**src/rtl/instr_decode_queue.sv**
```systemverilog
// Instruction queue with registered pre-decode between fetch and decode/issue.
// Each accepted word is classified and tagged reserved-instruction at enqueue,
// so decode reads class and RI flag straight from storage with no decode logic
// on its path.
module instr_decode_queue #(
   parameter int DEPTH   = 4,     // power of two, >= 2
   parameter int PC_W    = 32,
   parameter bit EN_COP0 = 1'b1,  // 0: eret/mfc0/mtc0 decode as reserved
   parameter bit EN_EXT  = 1'b1   // 0: ins/ext/lwl/lwr decode as reserved
) (
   input  logic                     clk,
   input  logic                     reset_n,
   input  logic                     flush,
   input  logic                     in_valid,
   output logic                     in_ready,
   input  logic [31:0]              in_instr,
   input  logic [PC_W-1:0]          in_pc,
   output logic                     out_valid,
   input  logic                     out_ready,
   output logic [31:0]              out_instr,
   output logic [PC_W-1:0]          out_pc,
   output logic [3:0]               out_class,
   output logic                     out_ri,
   output logic [$clog2(DEPTH):0]   count
);

   localparam int AW = $clog2(DEPTH);
   localparam logic [AW:0] DEPTH_C = (AW+1)'(DEPTH);

   localparam logic [3:0] CLS_NOP    = 4'd0;
   localparam logic [3:0] CLS_ALU_R  = 4'd1;
   localparam logic [3:0] CLS_ALU_I  = 4'd2;
   localparam logic [3:0] CLS_SHIFT  = 4'd3;
   localparam logic [3:0] CLS_BRANCH = 4'd4;
   localparam logic [3:0] CLS_JUMP   = 4'd5;
   localparam logic [3:0] CLS_LOAD   = 4'd6;
   localparam logic [3:0] CLS_STORE  = 4'd7;
   localparam logic [3:0] CLS_MULDIV = 4'd8;
   localparam logic [3:0] CLS_HILO   = 4'd9;
   localparam logic [3:0] CLS_BITFLD = 4'd10;
   localparam logic [3:0] CLS_COP0   = 4'd11;
   localparam logic [3:0] CLS_RSV    = 4'd15;

   logic [AW-1:0]   wr_ptr_q, wr_ptr_d, rd_ptr_q, rd_ptr_d;
   logic [AW:0]     count_q, count_d;
   logic [31:0]     mem_instr_q [DEPTH];
   logic [PC_W-1:0] mem_pc_q    [DEPTH];
   logic [3:0]      mem_class_q [DEPTH];
   logic            mem_ri_q    [DEPTH];

   logic [3:0] dec_class;
   logic       push, pop;

   wire [5:0] op    = in_instr[31:26];
   wire [4:0] rs    = in_instr[25:21];
   wire [4:0] rt    = in_instr[20:16];
   wire [5:0] funct = in_instr[5:0];

   // Ready/valid come only from registered state and flush.
   assign in_ready  = (count_q != DEPTH_C) && !flush;
   assign out_valid = (count_q != '0);
   assign push      = in_valid && in_ready;
   assign pop       = out_valid && out_ready && !flush;
   assign count     = count_q;

   assign out_instr = mem_instr_q[rd_ptr_q];
   assign out_pc    = mem_pc_q[rd_ptr_q];
   assign out_class = mem_class_q[rd_ptr_q];
   assign out_ri    = mem_ri_q[rd_ptr_q];

   // Classify the incoming word; anything unmatched stays reserved.
   always_comb begin
      dec_class = CLS_RSV;
      case (op)
         6'h00: begin
            if (in_instr == 32'd0) dec_class = CLS_NOP;
            else begin
               case (funct)
                  6'h20, 6'h21, 6'h22, 6'h23, 6'h24, 6'h25,
                  6'h26, 6'h27, 6'h2A, 6'h2B:              dec_class = CLS_ALU_R;
                  6'h00, 6'h02, 6'h03, 6'h04, 6'h06, 6'h07: dec_class = CLS_SHIFT;
                  6'h08, 6'h09:                             dec_class = CLS_JUMP;
                  6'h18, 6'h19, 6'h1A, 6'h1B:               dec_class = CLS_MULDIV;
                  6'h10, 6'h11, 6'h12, 6'h13:               dec_class = CLS_HILO;
                  default:                                  dec_class = CLS_RSV;
               endcase
            end
         end
         6'h01: if (rt == 5'h00 || rt == 5'h01 || rt == 5'h10) dec_class = CLS_BRANCH;
         6'h02, 6'h03:                             dec_class = CLS_JUMP;
         6'h04, 6'h05, 6'h06, 6'h07:               dec_class = CLS_BRANCH;
         6'h08, 6'h09, 6'h0A, 6'h0B,
         6'h0C, 6'h0D, 6'h0E, 6'h0F:               dec_class = CLS_ALU_I;
         6'h20, 6'h21, 6'h23, 6'h24, 6'h25:        dec_class = CLS_LOAD;
         6'h22, 6'h26: if (EN_EXT)                 dec_class = CLS_LOAD;
         6'h28, 6'h29, 6'h2B:                      dec_class = CLS_STORE;
         6'h1F: if (EN_EXT && (funct == 6'h04 || funct == 6'h00)) dec_class = CLS_BITFLD;
         6'h10: begin
            if (EN_COP0) begin
               if (funct == 6'h18)                                   dec_class = CLS_COP0;
               else if ((rs == 5'h00 || rs == 5'h04) && in_instr[10:0] == 11'd0)
                                                                     dec_class = CLS_COP0;
            end
         end
         default: dec_class = CLS_RSV;
      endcase
   end

   // Pointer and occupancy next state; flush overrides push and pop.
   always_comb begin
      wr_ptr_d = wr_ptr_q;
      rd_ptr_d = rd_ptr_q;
      count_d  = count_q;
      if (flush) begin
         wr_ptr_d = '0;
         rd_ptr_d = '0;
         count_d  = '0;
      end else begin
         if (push) wr_ptr_d = wr_ptr_q + AW'(1);
         if (pop)  rd_ptr_d = rd_ptr_q + AW'(1);
         if (push && !pop)      count_d = count_q + (AW+1)'(1);
         else if (pop && !push) count_d = count_q - (AW+1)'(1);
      end
   end

   // Pointer and occupancy registers.
   always_ff @(posedge clk or negedge reset_n) begin
      if (!reset_n) begin
         wr_ptr_q <= '0;
         rd_ptr_q <= '0;
         count_q  <= '0;
      end else begin
         wr_ptr_q <= wr_ptr_d;
         rd_ptr_q <= rd_ptr_d;
         count_q  <= count_d;
      end
   end

   // One storage slot per entry, cleared on reset so outputs are never X.
   for (genvar gi = 0; gi < DEPTH; gi++) begin : g_slot
      // Capture word, PC and pre-decode when this slot is the write target.
      always_ff @(posedge clk or negedge reset_n) begin
         if (!reset_n) begin
            mem_instr_q[gi] <= '0;
            mem_pc_q[gi]    <= '0;
            mem_class_q[gi] <= '0;
            mem_ri_q[gi]    <= 1'b0;
         end else if (push && wr_ptr_q == AW'(gi)) begin
            mem_instr_q[gi] <= in_instr;
            mem_pc_q[gi]    <= in_pc;
            mem_class_q[gi] <= dec_class;
            mem_ri_q[gi]    <= (dec_class == CLS_RSV);
         end
      end
   end

endmodule

```
**config.mk**
```make
export PLATFORM = sky130hd
export DESIGN_NAME = instr_decode_queue
export DESIGN_NICKNAME = d
export VERILOG_FILES = /design/src/rtl/instr_decode_queue.sv
export SDC_FILE = /design/constraint.sdc
export NUM_CORES = 1
export LEC_CHECK = 0
export BUFFER_PORTS_ARGS = -buffer_cell sky130_fd_sc_hd__buf_2
export CORE_ASPECT_RATIO = 0.9
export CORE_MARGIN = 5
export CORE_UTILIZATION = 53
export DETAILED_ROUTE_END_ITERATION = 8
export PLACE_DENSITY = 0.85
export SLEW_MARGIN = 5
export SYNTH_ARGS = -nofsm -noshare
export SYNTH_HDL_FRONTEND = slang
export SYNTH_SLANG_ARGS = --single-unit
```
**constraint.sdc**
```tcl
create_clock -name clk -period 2.1 [get_ports clk]
set_clock_uncertainty 0.2 [all_clocks]
set_input_delay 0.21 -clock clk [delete_from_list [all_inputs] [get_ports clk]]
set_output_delay 0.21 -clock clk [all_outputs]
set_load 0.01 [all_outputs]
```
==> impl_results.html <==
<table>
<tr><th>Metric</th><th>Value</th></tr>
<tr><th colspan="2">Setup path</th></tr>
<tr><td>CP Data Arrival Time</td><td>2.05 ns</td></tr>
<tr><td>Reg-to-Reg End</td><td>count[2]$_DFFE_PN0P_</td></tr>
<tr><td>Launching point of the worst reg2reg path</td><td>count[2]$_DFFE_PN0P_</td></tr>
<tr><td>Gate family responsible for the most delay along the worst path</td><td>multiplexers</td></tr>
<tr><td>Kind of launch point of the worst setup path</td><td>register</td></tr>
<tr><td>Worst path max stage delay</td><td>0.55 ns</td></tr>
<tr><td>Cell depth of the worst flop-to-flop path</td><td>7</td></tr>
<tr><td>Highest-delay cell along the critical path</td><td>sky130_fd_sc_hd__mux4_2</td></tr>
<tr><td>List of cells traversed by the critical path</td><td>buf_12, buf_16, mux4_2, buf_6</td></tr>
<tr><td>Crit path buf inv count</td><td>3</td></tr>
<tr><td>Worst R2R Setup Slack</td><td>-0.15 ns</td></tr>
<tr><td>CP Capture Type</td><td>primary output</td></tr>
<tr><td>Required time at the worst-slack endpoint</td><td>1.69 ns</td></tr>
<tr><td>Setup Crit Path Kind</td><td>register to primary output</td></tr>
<tr><td>Max FO, Critical Path</td><td>6</td></tr>
<tr><th colspan="2">Synth</th></tr>
<tr><td>Post-synthesis instance area</td><td>12700 um2</td></tr>
<tr><td>Portion of the post-synthesis area used by sequential elements</td><td>0.557</td></tr>
<tr><td>Syn Inst Count</td><td>817</td></tr>
<tr><td>Most area-hungry cell type in the Yosys netlist</td><td>sky130_fd_sc_hd__dfrtp_1</td></tr>
<tr><td>Synth Area per Inst</td><td>15.5 um2</td></tr>
<tr><td>Yosys top cell area share</td><td>0.557</td></tr>
<tr><td>Ranking of synthesized cells by area</td><td>sky130_fd_sc_hd__dfrtp_1 (56%), sky130_fd_sc_hd__mux2_2 (22%), sky130_fd_sc_hd__mux4_2 (12%)</td></tr>
<tr><td>Synthesized Nets</td><td>891</td></tr>
<tr><td>Netlist cell types</td><td>51</td></tr>
<tr><td>YS warnings</td><td>0</td></tr>
<tr><td>Fraction of registers with async set/reset</td><td>1.00</td></tr>
<tr><td>Ys flop type</td><td>sky130_fd_sc_hd__dfrtp_1</td></tr>
<tr><td>Total of flip-flops plus latches after synthesis</td><td>283</td></tr>
<tr><td>Count of flip-flops with a built-in enable after synthesis</td><td>0</td></tr>
<tr><th colspan="2">STA</th></tr>
<tr><td>Final period util</td><td>1.17</td></tr>
<tr><td>Worst slew margin relative to its limit</td><td>0.628</td></tr>
<tr><td>Minimum period implied by the final worst setup slack</td><td>2.46 ns</td></tr>
<tr><td>Smallest setup slack after layout</td><td>-0.358 ns</td></tr>
<tr><td>Final hold violations</td><td>0</td></tr>
<tr><td>Fmax</td><td>407 MHz</td></tr>
<tr><td>Max-slew violation count</td><td>0</td></tr>
<tr><td>Setup-failing EPs final</td><td>314</td></tr>
<tr><td>Setup Total Neg Slack</td><td>-37.46 ns</td></tr>
<tr><td>Slew at the pin closest to its max-slew limit</td><td>0.559 ns</td></tr>
<tr><td>Unrepaired setup endpoints after global routing</td><td>yes</td></tr>
<tr><th colspan="2">Power and ir drop</th></tr>
<tr><td>Pwr/cell area</td><td>1460 nW/um2</td></tr>
<tr><td>Proportion of power drawn by combinational gates</td><td>0.423</td></tr>
<tr><td>Clk network pwr share</td><td>0.216</td></tr>
<tr><td>Reg power frac</td><td>0.361</td></tr>
<tr><td>Maximum ir drop on the vdd rail</td><td>0.00112 V</td></tr>
<tr><td>Total net switching power</td><td>0.00815 W</td></tr>
<tr><td>P_int</td><td>0.0178 W</td></tr>
<tr><td>Share of total power consumed by net switching</td><td>0.314</td></tr>
<tr><td>Total Power</td><td>0.0260 W</td></tr>
<tr><td>Leakage</td><td>8.10 nW</td></tr>
<tr><th colspan="2">Die</th></tr>
<tr><td>Starting density of the core</td><td>0.541</td></tr>
<tr><td>I/O pins</td><td>143</td></tr>
<tr><td>Total number of placement rows</td><td>53</td></tr>
<tr><td>Die height</td><td>157 um</td></tr>
<tr><td>Placeable core area</td><td>23500 um2</td></tr>
<tr><td>Chip width</td><td>173 um</td></tr>
<tr><td>Area of the die</td><td>27200 um2</td></tr>
<tr><th colspan="2">Hold path</th></tr>
<tr><td>Hold Crit Class</td><td>input pin to asynchronous set/reset pin</td></tr>
<tr><th colspan="2">Placement</th></tr>
<tr><td>Routability congestion estimate</td><td>0.800</td></tr>
<tr><td>DP Worst Slack</td><td>-0.0377 ns</td></tr>
<tr><td>Count of port buffers added during placement</td><td>142</td></tr>
<tr><td>Cell count after placement</td><td>1248</td></tr>
<tr><td>Dpl hpwl</td><td>18500 um</td></tr>
<tr><th colspan="2">Clock tree</th></tr>
<tr><td>TritonCTS buffer count</td><td>28</td></tr>
<tr><td>Clock Latency Late Sink</td><td>0.55 ns</td></tr>
<tr><td>Clock tree sinks</td><td>283</td></tr>
<tr><td>H-tree lvl count</td><td>1</td></tr>
<tr><td>Buffer levels on the longest clock path</td><td>3</td></tr>
<tr><td>TritonCTS clock tree</td><td>built</td></tr>
<tr><td>Register clock-pin slew on the reported worst setup and hold paths</td><td>0.07 ns</td></tr>
<tr><td>Root Driver</td><td>sky130_fd_sc_hd__clkbuf_16</td></tr>
<tr><th colspan="2">Route</th></tr>
<tr><td>Detail-routed net length per standard cell</td><td>28.0 um</td></tr>
<tr><td>Detail Route Antenna Nets</td><td>0</td></tr>
<tr><td>Ratio of routed vias to standard cells</td><td>6.37</td></tr>
<tr><td>Number of optimization iterations in the first detailed-route pass</td><td>6</td></tr>
<tr><td>Overall via count from detail_route</td><td>9134</td></tr>
<tr><td>Violation count after the first detailed-routing iteration</td><td>927</td></tr>
<tr><td>Sum of routed wire length over all layers</td><td>40200 um</td></tr>
<tr><td>Residual DRC count</td><td>0</td></tr>
<tr><th colspan="2">Global routing</th></tr>
<tr><td>GRT Residual Overflow</td><td>0</td></tr>
<tr><td>All-layer global routing usage</td><td>0.226</td></tr>
<tr><td>Vias in the first global route</td><td>8866</td></tr>
<tr><td>Wire length of the first global-routing pass</td><td>49400 um</td></tr>
<tr><td>Initial antenna violation count</td><td>1</td></tr>
<tr><td>Maximum number of pins on one net before global-route repair</td><td>61</td></tr>
<tr><th colspan="2">Layout</th></tr>
<tr><td>Layout Area Growth over Synthesis</td><td>39.7%</td></tr>
<tr><td>Final standard cell count with taps included and fillers excluded</td><td>1434</td></tr>
<tr><td>Commonest cells after routing, fill and taps aside</td><td>sky130_fd_sc_hd__dfrtp_1 (281), sky130_fd_sc_hd__mux2_2 (208), sky130_fd_sc_hd__buf_2 (90), sky130_fd_sc_hd__mux4_2 (70)</td></tr>
<tr><td>Fraction of layout cells with a size suffix above 1</td><td>0.577</td></tr>
<tr><td>Most common cell after layout, fill and taps aside</td><td>sky130_fd_sc_hd__dfrtp_1</td></tr>
<tr><td>Filler instances</td><td>1220</td></tr>
<tr><td># nets final</td><td>1183</td></tr>
<tr><th colspan="2">Run</th></tr>
<tr><td>Max-cap check violation count</td><td>0</td></tr>
<tr><th colspan="2">Status</th></tr>
<tr><td>Run status</td><td>finished, violations left</td></tr>
<tr><td>Failing checks</td><td>negative setup slack</td></tr>
</table>
[per-stage QoR]
stage / utilization / hold slack (ns) / area, um2
6_report: 0.756 / 0.00654 / 17700
5_1_grt: 0.756 / 0.0501 / 17700
4_1_cts: 0.686 / 0.00606 / 16100
3_5_place_dp: 0.601 / -0.00833 / 14100
3_3_place_gp: 0.601 / -0.00672 / 14100
2_1_floorplan: - / -0.286 / 12700
[worst max path at each step]
stage / start / endpoint / depth (start not counted)
2_1_floorplan: count[2]$_DFFE_PN0P_ / count[2]$_DFFE_PN0P_ / 8
3_3_place_gp: in_instr[21] / mem_class_q[8]$_DFFE_PN0P_ / 7
3_5_place_dp: count[2]$_DFFE_PN0P_ / count[2]$_DFFE_PN0P_ / 7
4_1_cts: rd_ptr_q[0]$_DFFE_PN0P_ / out_pc[2] / 4
5_1_grt: rd_ptr_q[0]$_DFFE_PN0P_ / out_instr[3] / 4
6_report: rd_ptr_q[0]$_DFFE_PN0P_ / out_instr[8] / 4
[layer usage]
layer | GRT usage | wire (um) | vias to the layer above | part of all wire
met5 | 0 | 0 | - | 0
met4 | 0.0798 | 2420 | 0 | 0.060
met3 | 0.0377 | 3280 | 213 | 0.082
met2 | 0.394 | 19700 | 545 | 0.49
met1 | 0.292 | 14800 | 4724 | 0.37
li1 | - | - | 3652 | -
[power by group through the flow]
stage          Sequential (W)  Combinational [W]  Clock, W
2_1_floorplan         0.00869            0.00554         0
6_report              0.00937             0.0110   0.00559
4_1_cts               0.00909            0.00897   0.00553
5_1_grt               0.00958             0.0115   0.00589
3_5_place_dp          0.00917            0.00804         0
3_3_place_gp          0.00899            0.00779         0
[cell usage after synthesis (all sizes together) (2+ instances only)]
library cell and count:
and3 4, buf 43, mux4 70, o21ai 32
nand2b 2, clkbuf 14, mux2 250, ha 4
nor2b 2, dfrtp 283, a22oi 2, a21boi 2
o211a 2, nand4 2, o31ai 5, or3 2
o211ai 2, inv 9, mux2i 2, nand2 42
nor3b 3, nor2 9, nor4 7, nand3 2
nor3 3
[registers in the layout (all words and copies together) (netlist names)]
| register | flops |
|---|---|
| count | 3 |
| mem_pc_q | 128 |
| rd_ptr_q | 2 |
| mem_instr_q | 128 |
| mem_class_q | 16 |
| wr_ptr_q | 2 |
| mem_ri_q | 4 |
[kinds of logic after synthesis]
group | count (synthesis) | synth area share
mux | 322 | 0.347
flops | 283 | 0.557
simple gates | 82 | 0.0335
buf+inv | 66 | 0.0267
compound gates | 57 | 0.0282
fa+ha+maj | 5 | 0.00552
xor+xnor | 2 | 0.00138
[area by class of cell]
cell class | count | area [um2] | share of cell area
timing repair buffer | 314 | 3500 | 0.197
multi-input combinational | 473 | 5720 | 0.322
clock inverter | 13 | 205 | 0.0116
antenna | 1 | 2.50 | 0.000141
inverter | 9 | 33.8 | 0.00190
sequential | 283 | 7090 | 0.400
tap | 302 | 378 | 0.0213
clock buffer | 39 | 812 | 0.0458
[timing repair]
action	CTS	global route
setup endpoints to repair	70	313
pin swaps	3	12
hold buffers	67	0
hold endpoints to repair	546	0
gates resized for setup	38	150
gates cloned	1	42
buffers inserted	8	16
(Power assumes the default switching activity.)
